## src/rtl/suma_control.sv

```systemverilog
// suma_control: keypad-driven sequencer for the 4-digit BCD adder.
//   Collects BCD digits into an entry register. Keeps a running accumulator.
//   Issues the adder's suma/finalizar strobes, waits for and captures the
//   adder's result, and selects what the 7-segment display path shows.
//
// Parameters:
//   ADD_LAT   cycles from the suma pulse until resultado is valid (1..15)
//   NDIG      BCD digits per operand (fixed at 4)
//
// Ports:
//   clk        system clock, rising edge
//   rst        asynchronous active-low reset
//   key_valid  one-cycle strobe qualifying key_code
//   key_code   0-9 digit, A add, B equals, C clear, D-F ignored
//   key_ready  1 = a key presented this cycle is accepted
//   numero     entry operand to the adder
//   numero_sv  accumulator operand to the adder
//   suma       one-cycle adder start strobe
//   finalizar  one-cycle end-of-calculation strobe
//   resultado  BCD result from the adder
//   disp       digits to display, [3] = most significant
//   disp_sel   0 = showing entry, 1 = showing accumulator
//   ndig       number of digits currently held in entry (0..4)
module suma_control #(
   parameter int unsigned ADD_LAT = 2,
   parameter int unsigned NDIG    = 4
) (
   input  logic            clk,
   input  logic            rst,
   input  logic            key_valid,
   input  logic [3:0]      key_code,
   output logic            key_ready,
   output logic [3:0][3:0] numero,
   output logic [3:0][3:0] numero_sv,
   output logic            suma,
   output logic            finalizar,
   input  logic [3:0][3:0] resultado,
   output logic [3:0][3:0] disp,
   output logic            disp_sel,
   output logic [2:0]      ndig
);

   typedef enum logic [2:0] {
      StEntry,
      StAddReq,
      StAddWait,
      StCapture,
      StDone
   } state_e;

   localparam logic [3:0] KeyAdd = 4'hA;
   localparam logic [3:0] KeyEq  = 4'hB;
   localparam logic [3:0] KeyClr = 4'hC;

   state_e          state_q;
   logic [3:0][3:0] entry_q;
   logic [3:0][3:0] acc_q;
   logic [3:0][3:0] disp_q;
   logic [2:0]      ndig_q;
   logic [3:0]      cnt_q;
   logic            op_eq_q;
   logic            suma_q;
   logic            fin_q;
   logic            sel_q;
   logic            ready_q;

   logic accept;
   logic is_digit;

   assign accept   = key_valid & ready_q;
   assign is_digit = (key_code <= 4'd9);

   always_ff @(posedge clk or negedge rst) begin
      if (!rst) begin
         state_q <= StEntry;
         entry_q <= '0;
         acc_q   <= '0;
         disp_q  <= '0;
         ndig_q  <= 3'd0;
         cnt_q   <= 4'd0;
         op_eq_q <= 1'b0;
         suma_q  <= 1'b0;
         fin_q   <= 1'b0;
         sel_q   <= 1'b0;
         ready_q <= 1'b1;
      end else begin
         // Strobes default low so each is high for one cycle only.
         suma_q <= 1'b0;
         fin_q  <= 1'b0;
         // Display follows its source one cycle later.
         disp_q <= sel_q ? acc_q : entry_q;

         unique case (state_q)
            StEntry: begin
               if (accept) begin
                  if (is_digit) begin
                     sel_q <= 1'b0;
                     if (ndig_q < 3'(NDIG)) begin
                        entry_q <= {entry_q[2:0], key_code};
                        ndig_q  <= ndig_q + 3'd1;
                     end
                  end else if (key_code == KeyAdd || key_code == KeyEq) begin
                     // An empty entry still adds, with operand 0.
                     op_eq_q <= (key_code == KeyEq);
                     suma_q  <= 1'b1;
                     ready_q <= 1'b0;
                     state_q <= StAddReq;
                  end else if (key_code == KeyClr) begin
                     entry_q <= '0;
                     acc_q   <= '0;
                     ndig_q  <= 3'd0;
                     sel_q   <= 1'b0;
                  end
               end
            end

            StAddReq: begin
               cnt_q   <= 4'(ADD_LAT - 1);
               state_q <= StAddWait;
            end

            StAddWait: begin
               if (cnt_q == 4'd0) begin
                  fin_q   <= op_eq_q;
                  state_q <= StCapture;
               end else begin
                  cnt_q <= cnt_q - 4'd1;
               end
            end

            StCapture: begin
               acc_q   <= resultado;
               entry_q <= '0;
               ndig_q  <= 3'd0;
               sel_q   <= 1'b1;
               ready_q <= 1'b1;
               state_q <= op_eq_q ? StDone : StEntry;
            end

            StDone: begin
               if (accept) begin
                  if (is_digit) begin
                     // A digit after a result starts a fresh calculation.
                     acc_q   <= '0;
                     entry_q <= {12'h000, key_code};
                     ndig_q  <= 3'd1;
                     sel_q   <= 1'b0;
                     state_q <= StEntry;
                  end else if (key_code == KeyAdd) begin
                     // Chain on the shown result: accumulator kept, entry 0.
                     entry_q <= '0;
                     ndig_q  <= 3'd0;
                     op_eq_q <= 1'b0;
                     suma_q  <= 1'b1;
                     ready_q <= 1'b0;
                     state_q <= StAddReq;
                  end else if (key_code == KeyClr) begin
                     entry_q <= '0;
                     acc_q   <= '0;
                     ndig_q  <= 3'd0;
                     sel_q   <= 1'b0;
                     state_q <= StEntry;
                  end
               end
            end

            default: begin
               state_q <= StEntry;
               ready_q <= 1'b1;
            end
         endcase
      end
   end

   assign key_ready = ready_q;
   assign numero    = entry_q;
   assign numero_sv = acc_q;
   assign suma      = suma_q;
   assign finalizar = fin_q;
   assign disp      = disp_q;
   assign disp_sel  = sel_q;
   assign ndig      = ndig_q;

endmodule

```

## config.mk

```make
export PLATFORM = sky130hd
export DESIGN_NAME = suma_control
export DESIGN_NICKNAME = d
export VERILOG_FILES = /design/src/rtl/suma_control.sv
export SDC_FILE = /design/constraint.sdc
export NUM_CORES = 1
export LEC_CHECK = 0
export CORE_ASPECT_RATIO = 1.5
export CORE_UTILIZATION = 35
export DETAILED_ROUTE_END_ITERATION = 8
export PLACE_DENSITY = 0.76
export SYNTH_ARGS = -nofsm -noshare
export SYNTH_HDL_FRONTEND = slang
export SYNTH_SLANG_ARGS = --single-unit
```

## constraint.sdc

```tcl
create_clock -name clk -period 1.95 [get_ports clk]
set_clock_uncertainty 0.15 [all_clocks]
set_input_delay 0.195 -clock clk [delete_from_list [all_inputs] [get_ports clk]]
set_output_delay 0.195 -clock clk [all_outputs]
set_load 0.01 [all_outputs]
```

# Yosys cells after proc, flatten, opt, wreduce, memory -nomap -nowiden

Cells that the tools add are included.

Bits of input ports: 23
Output and inout bits: 55
Bits in registers: 63
Logic and storage cells: 127

Bitwise logic cells: 2
Order comparisons: 2
Reduce and logical (&&, ||, !) cells: 14
Add/subtract/negate cells: 2
Eq/ne operators: 20
Muxes and demuxes: 67

Operators with widths:

| kind                                                 | count |
|---|---|
| 2-to-1 mux 16 bit                                    | 16 |
| case mux 16 bit (3 select lines)                     | 2 |
| 2-to-1 mux 3 bit                                     | 17 |
| 2-to-1 mux 1 bit                                     | 24 |
| inequality test 2 bit (second input constant)        | 9 |
| case mux 3 bit (5 select lines)                      | 1 |
| AND reduction 7 bit                                  | 2 |
| equality test 4 bit (second input constant)          | 3 |
| AND reduction 6 bit                                  | 2 |
| AND reduction 5 bit                                  | 2 |
| inequality test 3 bit (second input constant)        | 3 |
| case mux 3 bit (3 select lines)                      | 1 |
| case mux 4 bit (2 select lines)                      | 1 |
| equality test 3 x 2 -> 1 bit (second input constant) | 2 |
| case mux 1 bit (3 select lines)                      | 2 |
| <= comparator 4 bit (second input constant)          | 1 |
| zero test 4 bit                                      | 1 |
| 2-to-1 mux 4 bit                                     | 1 |
| inequality test 4 bit (second input constant)        | 1 |
| case mux 1 bit (2 select lines)                      | 2 |
| nonzero test 2 bit                                   | 2 |
| subtractor 4 x 1 -> 4 bit (second input constant)    | 1 |
| adder 3 x 1 -> 3 bit (second input constant)         | 1 |
| equality test 3 x 1 -> 1 bit (second input constant) | 1 |
| other kinds (9)                                      | 9 |

# Longest topological paths before layout

Gate-level depths: netlist of the first run.

Word-level depth: 6
Depth in mapped cells: 7
Depth with buffers taken out: 6

# Least setup slack after synthesis of the first run

OpenSTA, ideal clock, no wires.

Path kind: flip-flop to flip-flop
Start point: register ready_q (netlist: key_ready)
End point: register entry_q (netlist bit numero[0])
Period minus slack after synthesis: 1.830 ns
Library setup time: 0.121 ns
Buffers on the path: 1
Stages on the path, launching flop included: 6
Required time: 1.679 ns
Arrival: 1.559 ns
Setup slack: 0.120 ns
Cell sequence: dfstp_2 nand2_1 o31ai_4 o311ai_4 buf_6 a22o_1

Longest elaborated chain between the ends: 3
Elaborated cells on any way between the ends: 4
Those cells by class: 2 x eq/ne; 1 x bitwise; 1 x reduce/logical

RTL lines:

| item                              | line | text |
|---|---|---|
| from (decl)                       | 65   | `logic ready_q;` |
| from (signal assigned)            | 85   | `ready_q <= 1'b1;` |
| from (signal assigned)            | 106  | `ready_q <= 1'b0;` |
| from (signal assigned)            | 136  | `ready_q <= 1'b1;` |
| AND 1 bit (*)                     | 70   | `assign accept = key_valid & ready_q;` |
| inequality test 2 bit (no line)   | -    |  |
| AND reduction 5 bit (no line) (*) | -    |  |
| to (signal assigned)              | 99   | `entry_q <= {entry_q[2:0], key_code};` |
| to (signal assigned)              | 145  | `entry_q <= {12'h000, key_code};` |
| to (decl)                         | 56   | `logic [3:0][3:0] entry_q;` |

Every way passes the cells marked *; elsewhere a longest branch is shown, timed or not.
A chain may end at the register's enable or synchronous reset.

# Worst setup path in the final report of the first run

Start point: register state_q[0]
End point: register entry_q (netlist bit numero[5])

Longest elaborated chain between the ends: 3
Elaborated cells on any way between the ends: 10
Those cells by class: 6 x eq/ne; 1 x mux; 3 x reduce/logical

RTL lines:

| item                                                          | line | text |
|---|---|---|
| from (decl)                                                   | 55   | `state_e state_q;` |
| from (signal assigned)                                        | 75   | `state_q <= StEntry;` |
| from (signal assigned)                                        | 107  | `state_q <= StAddReq;` |
| from (signal assigned)                                        | 119  | `state_q <= StAddWait;` |
| equality test 3 bit, or another cell as far along             | 93   | `unique case (state_q)` |
| inequality test 2 bit (no line), or another cell as far along | -    |  |
| AND reduction 5 bit (no line)                                 | -    |  |

Several ways; a longest one is shown, not always the timed one.

==> flow_summary.json, run 1 <==
{
  "critPathMaxFanout": 17,
  "ir_drop_mv": 1.062,
  "timing.final.max_slew_violations": 0,
  "cp-end-kind": "register",
  "place.detailed.hpwl_mm": 5.144,
  "grt_max_degree": 54,
  "layout_common_cells": "clkdlybuf4s50_1 (76), dfrtp_1 (60), a22o_1 (34)",
  "grt_remaining_overflow": 0,
  "ioPinCount": 78,
  "placementRows": 39,
  "first_iter_violations": 92,
  "ys_top_cells_by_area": "dfrtp_1 (55%), a22o_1 (11%), mux2_2 (6.8%)",
  "groute.usage.overall_pct": 18.99,
  "power.density_mw_per_mm2": 1560,
  "layout_commonest_cell": "clkdlybuf4s50_1",
  "finalPower_w": 0.006603,
  "synth_top_cell_by_area": "dfrtp_1",
  "ant_nets": 0,
  "dieHeight_um": 111.5,
  "hold_class": "primary input to asynchronous set/reset pin",
  "wirelength_mm": 7.376,
  "path_class": "register to register",
  "synth_edf_count": 0,
  "die_x_um": 75,
  "synthesis.area_mm2": 0.002798,
  "finalCriticalPeriod_ns": 1.889,
  "ys_types": 54,
  "final_util_pct": 55.23,
  "ys_seq_area_share_pct": 56.40,
  "final_hold_viol_count": 0,
  "dieArea_mm2": 0.008363,
  "diodes": 0,
  "clkTransAtPathRegs_ns": 0.05,
  "syn-instance-count": 211,
  "required_ns": 2.00,
  "worstReg2RegStart": "state_q[0]",
  "status": "finished clean",
  "grt_pass1_vias": 2271,
  "critical_path_arrival_ns": 1.94,
  "num_vias": 2188,
  "r2r_cells": 5,
  "cts_made_buffers": 9,
  "cts.path.max_buffers": 2,
  "start_util_pct": 36.52,
  "cp-start-kind": "register",
  "synth_top_flop_cell": "dfrtp_1",
  "place_congestion": 0.9209,
  "drive_above_1_share_pct": 24.45,
  "cts_tree": "yes",
  "fin_crit_sh_pct": 96.89,
  "grt_pass1_wl_mm": 11.74,
  "clk_latency_ns": 0.32,
  "viasPerCell": 5.197,
  "worstMarginPinSlew_ns": 0.5563,
  "synth_warnings": 0,
  "nets": 339,
  "slew_headroom_pct": 62.63,
  "antenna_found_initial": 0,
  "rsz0062_at_grt": "no",
  "routedWlPerCell_um": 17.52,
  "async_flop_share_pct": 100.0,
  "leakagePower_nw": 1.904,
  "drv_cap": 0,
  "synth_top_area_share_pct": 55.46,
  "ff2ff_setup_slack_ns": 0.06,
  "cts.sinks": 63,
  "core-area_mm2": 0.007661,
  "synth_nets": 236,
  "cts.root.buffer_cell": "clkbuf_16",
  "finalSetupViolations": 0,
  "portBuffers": 77,
  "synth_seq_cells": 63,
  "dr.pass1.iters": 4,
  "timing.fmax_mhz": 529.3,
  "drc": 0,
  "htree_levels": 3,
  "avgSynthCellArea_um2": 13.26,
  "area_delta_synth_final_pct": 51.25,
  "r2r-end": "numero[5]"
}
## synth_stat cells, types with 2 or more instances
master / n
mux2_2: 17
nand2_1: 8
clkbuf_1: 4
nand2b_1: 2
a22o_1: 34
inv_1: 5
o311ai_4: 2
nor3_1: 2
or3_1: 2
o21ai_0: 6
o21a_1: 2
o21ai_1: 2
nand3_1: 4
nor2_1: 7
and4b_1: 2
buf_2: 2
buf_6: 5
dfrtp_1: 62
ha_1: 2
a21oi_1: 7
## kinds of logic after synthesis
| kind of cell | count (synthesis) | synth area share [%] |
|---|---|---|
| AOI/OAI and AO/OA | 67 | 20.98 |
| xor gates and xnor gates | 1 | 0.3131 |
| adders and majority gates | 3 | 1.252 |
| buffers and inverters | 19 | 4.159 |
| DFF | 63 | 56.40 |
| muxes | 17 | 6.842 |
| and+or+nand+nor | 41 | 10.06 |
## power breakdown
part           switching [W]  internal (W)
Combinational        0.00114       0.00149
Sequential          0.000393       0.00177
Clock               0.000527       0.00128
Total                0.00206       0.00454
## state kept, by name, indices dropped and copies added, names as in the netlist
name       count
finalizar      1
numero        16
ndig           3
numero_sv     16
state_q        3
disp          16
op_eq_q        1
cnt_q          4
disp_sel       1
key_ready      1
suma           1
## layer usage
metal  share of wire, %  GRT usage, %  vias up
li1                   -             -     1004
met1                 39         22.18     1104
met2                 54         32.73       67
met3                4.7         4.706       13
met4                1.6         6.918        0
met5                  0             0        -
## per-stage QoR
step / instance area [um2] / TNS, ns / hold WS (ns) / std cells / setup slack, ns
detailed placement: 3799 / -10.83 / -0.06382 / 400 / -0.3581
global placement: 3799 / -9.014 / -0.06925 / 400 / -0.3043
CTS: 4189 / 0 / 0.1433 / 420 / 0.02902
finish: 4232 / 0 / 0.1596 / 421 / 0.06074
global route: 4232 / 0 / 0.1806 / 421 / 0.002159
floorplan: 2798 / 0 / -0.2506 / 211 / 0.1196
## timing repair
item | 4_1_cts | 5_1_grt
gates resized for setup | 1 | 8
endpoints found under the setup margin | 19 | 32
hold buffers | 1 | 0
buffers inserted | 3 | 1
pin swaps | 2 | 2
hold endpoints to repair | 62 | 0
## worst max-delay path by stage
stage                     end  slack, ns         from  cells after the start
detailed placement    ndig[0]      -0.36  key_code[2]                      6
global route        numero[5]      0.002   state_q[1]                      5
global placement    numero[2]      -0.30  key_code[2]                      6
finish              numero[5]       0.06   state_q[0]                      5
CTS                 numero[8]       0.03   state_q[1]                      5
floorplan           numero[0]       0.12    key_ready                      5
## critical path, stage by stage, from the launching register on
cell and delay [ns]:
dfrtp_2 0.48, buf_4 0.17, o31ai_4 0.36, o311ai_4 0.17, buf_12 0.18, a22o_1 0.24
## area by class of cell
cell class,count,area [um2]
Inverter,5,18.77
Clock buffer,13,250.2
Fill cell,666,3430
Tap cell,102,127.6
Sequential cell,63,1580
Clock inverter,3,90.09
Timing Repair Buffer,106,1023
Multi-Input combinational cell,129,1141
(Power assumes the default switching activity.)
==> run 2: changes to the inputs <==
--- a/config.mk
+++ b/config.mk
@@ -6,9 +6,9 @@
 export NUM_CORES = 1
 export LEC_CHECK = 0
 export CORE_ASPECT_RATIO = 1.5
-export CORE_UTILIZATION = 35
+export CORE_UTILIZATION = 43
 export DETAILED_ROUTE_END_ITERATION = 8
-export PLACE_DENSITY = 0.76
+export PLACE_DENSITY = 0.88
 export SYNTH_ARGS = -nofsm -noshare
 export SYNTH_HDL_FRONTEND = slang
 export SYNTH_SLANG_ARGS = --single-unit
==> run 2 against run 1 <==
Against the previous run: flip-flop and latch count is the same; combinational power shrank 2%; clock-buffer cell count shrank 3; non-clock buffer count shrank 1; sequential share of layout area grew 1.7 points; critical path type unchanged; utilization grew 9.8 points; clock power shrank 38%; largest power group unchanged; hold slack gained 0.036 ns; cell count shrank 6.9%; wire length shrank 3.6%; global-route usage grew 3.8 points.
==> flow_summary.json, run 2 (synthesis gave the netlist of run 1 again) <==
{
  "path_class": "register to register",
  "worstMarginPinSlew_ns": 0.4718,
  "dr.pass1.iters": 4,
  "crit_start": "state_q[1]",
  "nets": 338,
  "cp-end-kind": "register",
  "critPathMaxFanout": 17,
  "place_congestion": 0.8981,
  "diodes": 0,
  "drv_cap": 0,
  "finalSetupViolations": 0,
  "num_vias": 2159,
  "viasPerCell": 5.508,
  "rsz0062_at_grt": "yes",
  "layout_common_cells": "clkdlybuf4s50_1 (76), dfrtp_1 (61), a22o_1 (34)",
  "required_ns": 2.02,
  "leakagePower_nw": 1.837,
  "cts.sinks": 63,
  "clk_latency_ns": 0.34,
  "antenna_found_initial": 0,
  "drive_above_1_share_pct": 25.16,
  "slew_headroom_pct": 68.54,
  "groute.usage.overall_pct": 22.76,
  "routedWlPerCell_um": 18.15,
  "grt_max_degree": 46,
  "cts.path.max_buffers": 2,
  "grt_pass1_vias": 2251,
  "place.detailed.hpwl_mm": 4.929,
  "area_delta_synth_final_pct": 44.45,
  "stdcell_count": 392,
  "core-area_mm2": 0.006218,
  "finalSetupTns_ns": 0,
  "dp.cells": 373,
  "final_hold_viol_count": 0,
  "grt_remaining_overflow": 0,
  "r2r_cells": 5,
  "hold_class": "primary input to asynchronous set/reset pin",
  "first_iter_violations": 108,
  "cts.root.buffer_cell": "clkbuf_8",
  "dieHeight_um": 100.8,
  "power.density_mw_per_mm2": 1452,
  "start_util_pct": 44.99,
  "ir_drop_mv": 0.7551,
  "fin_crit_sh_pct": 98.92,
  "pre_cts_ws_ns": -0.3554,
  "critical_path_arrival_ns": 2.00,
  "worstReg2RegStart": "state_q[1]",
  "cts_tree": "yes",
  "finalCriticalPeriod_ns": 1.929,
  "portBuffers": 77,
  "finalPower_w": 0.005866,
  "ant_nets": 0,
  "grt_pass1_wl_mm": 11.23,
  "fillers": 481,
  "status": "finished clean",
  "drc": 0,
  "wirelength_mm": 7.114,
  "die_x_um": 67.86,
  "placementRows": 35,
  "ioPinCount": 78,
  "dieArea_mm2": 0.006840,
  "clkTransAtPathRegs_ns": 0.07,
  "htree_levels": 3,
  "layout_commonest_cell": "clkdlybuf4s50_1",
  "setup_slack_ns": 0.02113,
  "cp-start-kind": "register",
  "timing.fmax_mhz": 518.4,
  "timing.final.max_slew_violations": 0,
  "cts_made_buffers": 9
}
==> run 2: changes by cell type in the layout (fill, tap and decap cells not counted), moves of 2 or more <==
cell	before	now
clkbuf_16	9	0
clkbuf_8	1	10
clkbuf_1	3	0
clkinv_2	0	3
bufinv_16	3	1
clkinvlp_4	0	2
==> run 2: worst max-delay path: stages, from the launching register on <==
cell      delay [ns]
dfrtp_2         0.49
nor4b_2         0.44
o21ba_1         0.22
o311ai_4        0.10
buf_12          0.18
a22o_1          0.23
==> run 2: final timing paths <==
| check | slack [ns] | end |
|---|---|---|
| min | 0.20 | numero_sv[15] |
| max reg2reg | 0.02 | numero[13] |
| max | 0.02 | numero[13] |
| max in group asynchronous | 0.86 | numero[10] |
| min reg2reg | 0.38 | cnt_q[1] |
| min in group clk | 0.32 | numero_sv[2] |
==> run 2: final cells by class <==
cell class,instances,area (um2),area share [%]
Multi-Input combinational cell,129,1137,28.14
Timing Repair Buffer,105,1016,25.14
Clock buffer,10,137.6,3.406
Inverter,5,18.77,0.4644
Clock inverter,6,60.06,1.486
Sequential cell,63,1579,39.07
Tap cell,74,92.59,2.291
==> run 2: per-layer routing <==
layer	wire (um)	track usage [%]	vias to the layer above	part of all wire, %
met5	0	0	-	0
met1	2747	24.80	1078	39
met4	187	12.18	0	2.6
met2	3855	40.52	69	54
met3	324	3.846	15	4.6
li1	-	-	997	-
==> run 2: timing repair <==
action	in CTS	in global routing
hold endpoints to repair	18	0
cloned	0	0
gates resized for setup	3	5
endpoints found under the setup margin	34	29
hold buffers	1	0
pin swaps	2	0
setup buffers	2	0
==> run 2: through the flow <==
| step | hold slack, ns | utilization [%] | area, um2 |
|---|---|---|---|
| global route | 0.2161 | 64.99 | 4041 |
| floorplan | -0.2506 | - | 2798 |
| detailed placement | 0.01757 | 60.44 | 3759 |
| CTS | 0.1844 | 64.61 | 4018 |
| finish | 0.1957 | 64.99 | 4041 |
| global placement | 0.01347 | 60.44 | 3759 |
==> run 2: report_power, final <==
group | total, W | internal [W] | switching (W)
clock | 0.00112 | 0.000617 | 0.000503
sequential | 0.00216 | 0.00176 | 0.000396
combinational | 0.00259 | 0.00148 | 0.00111
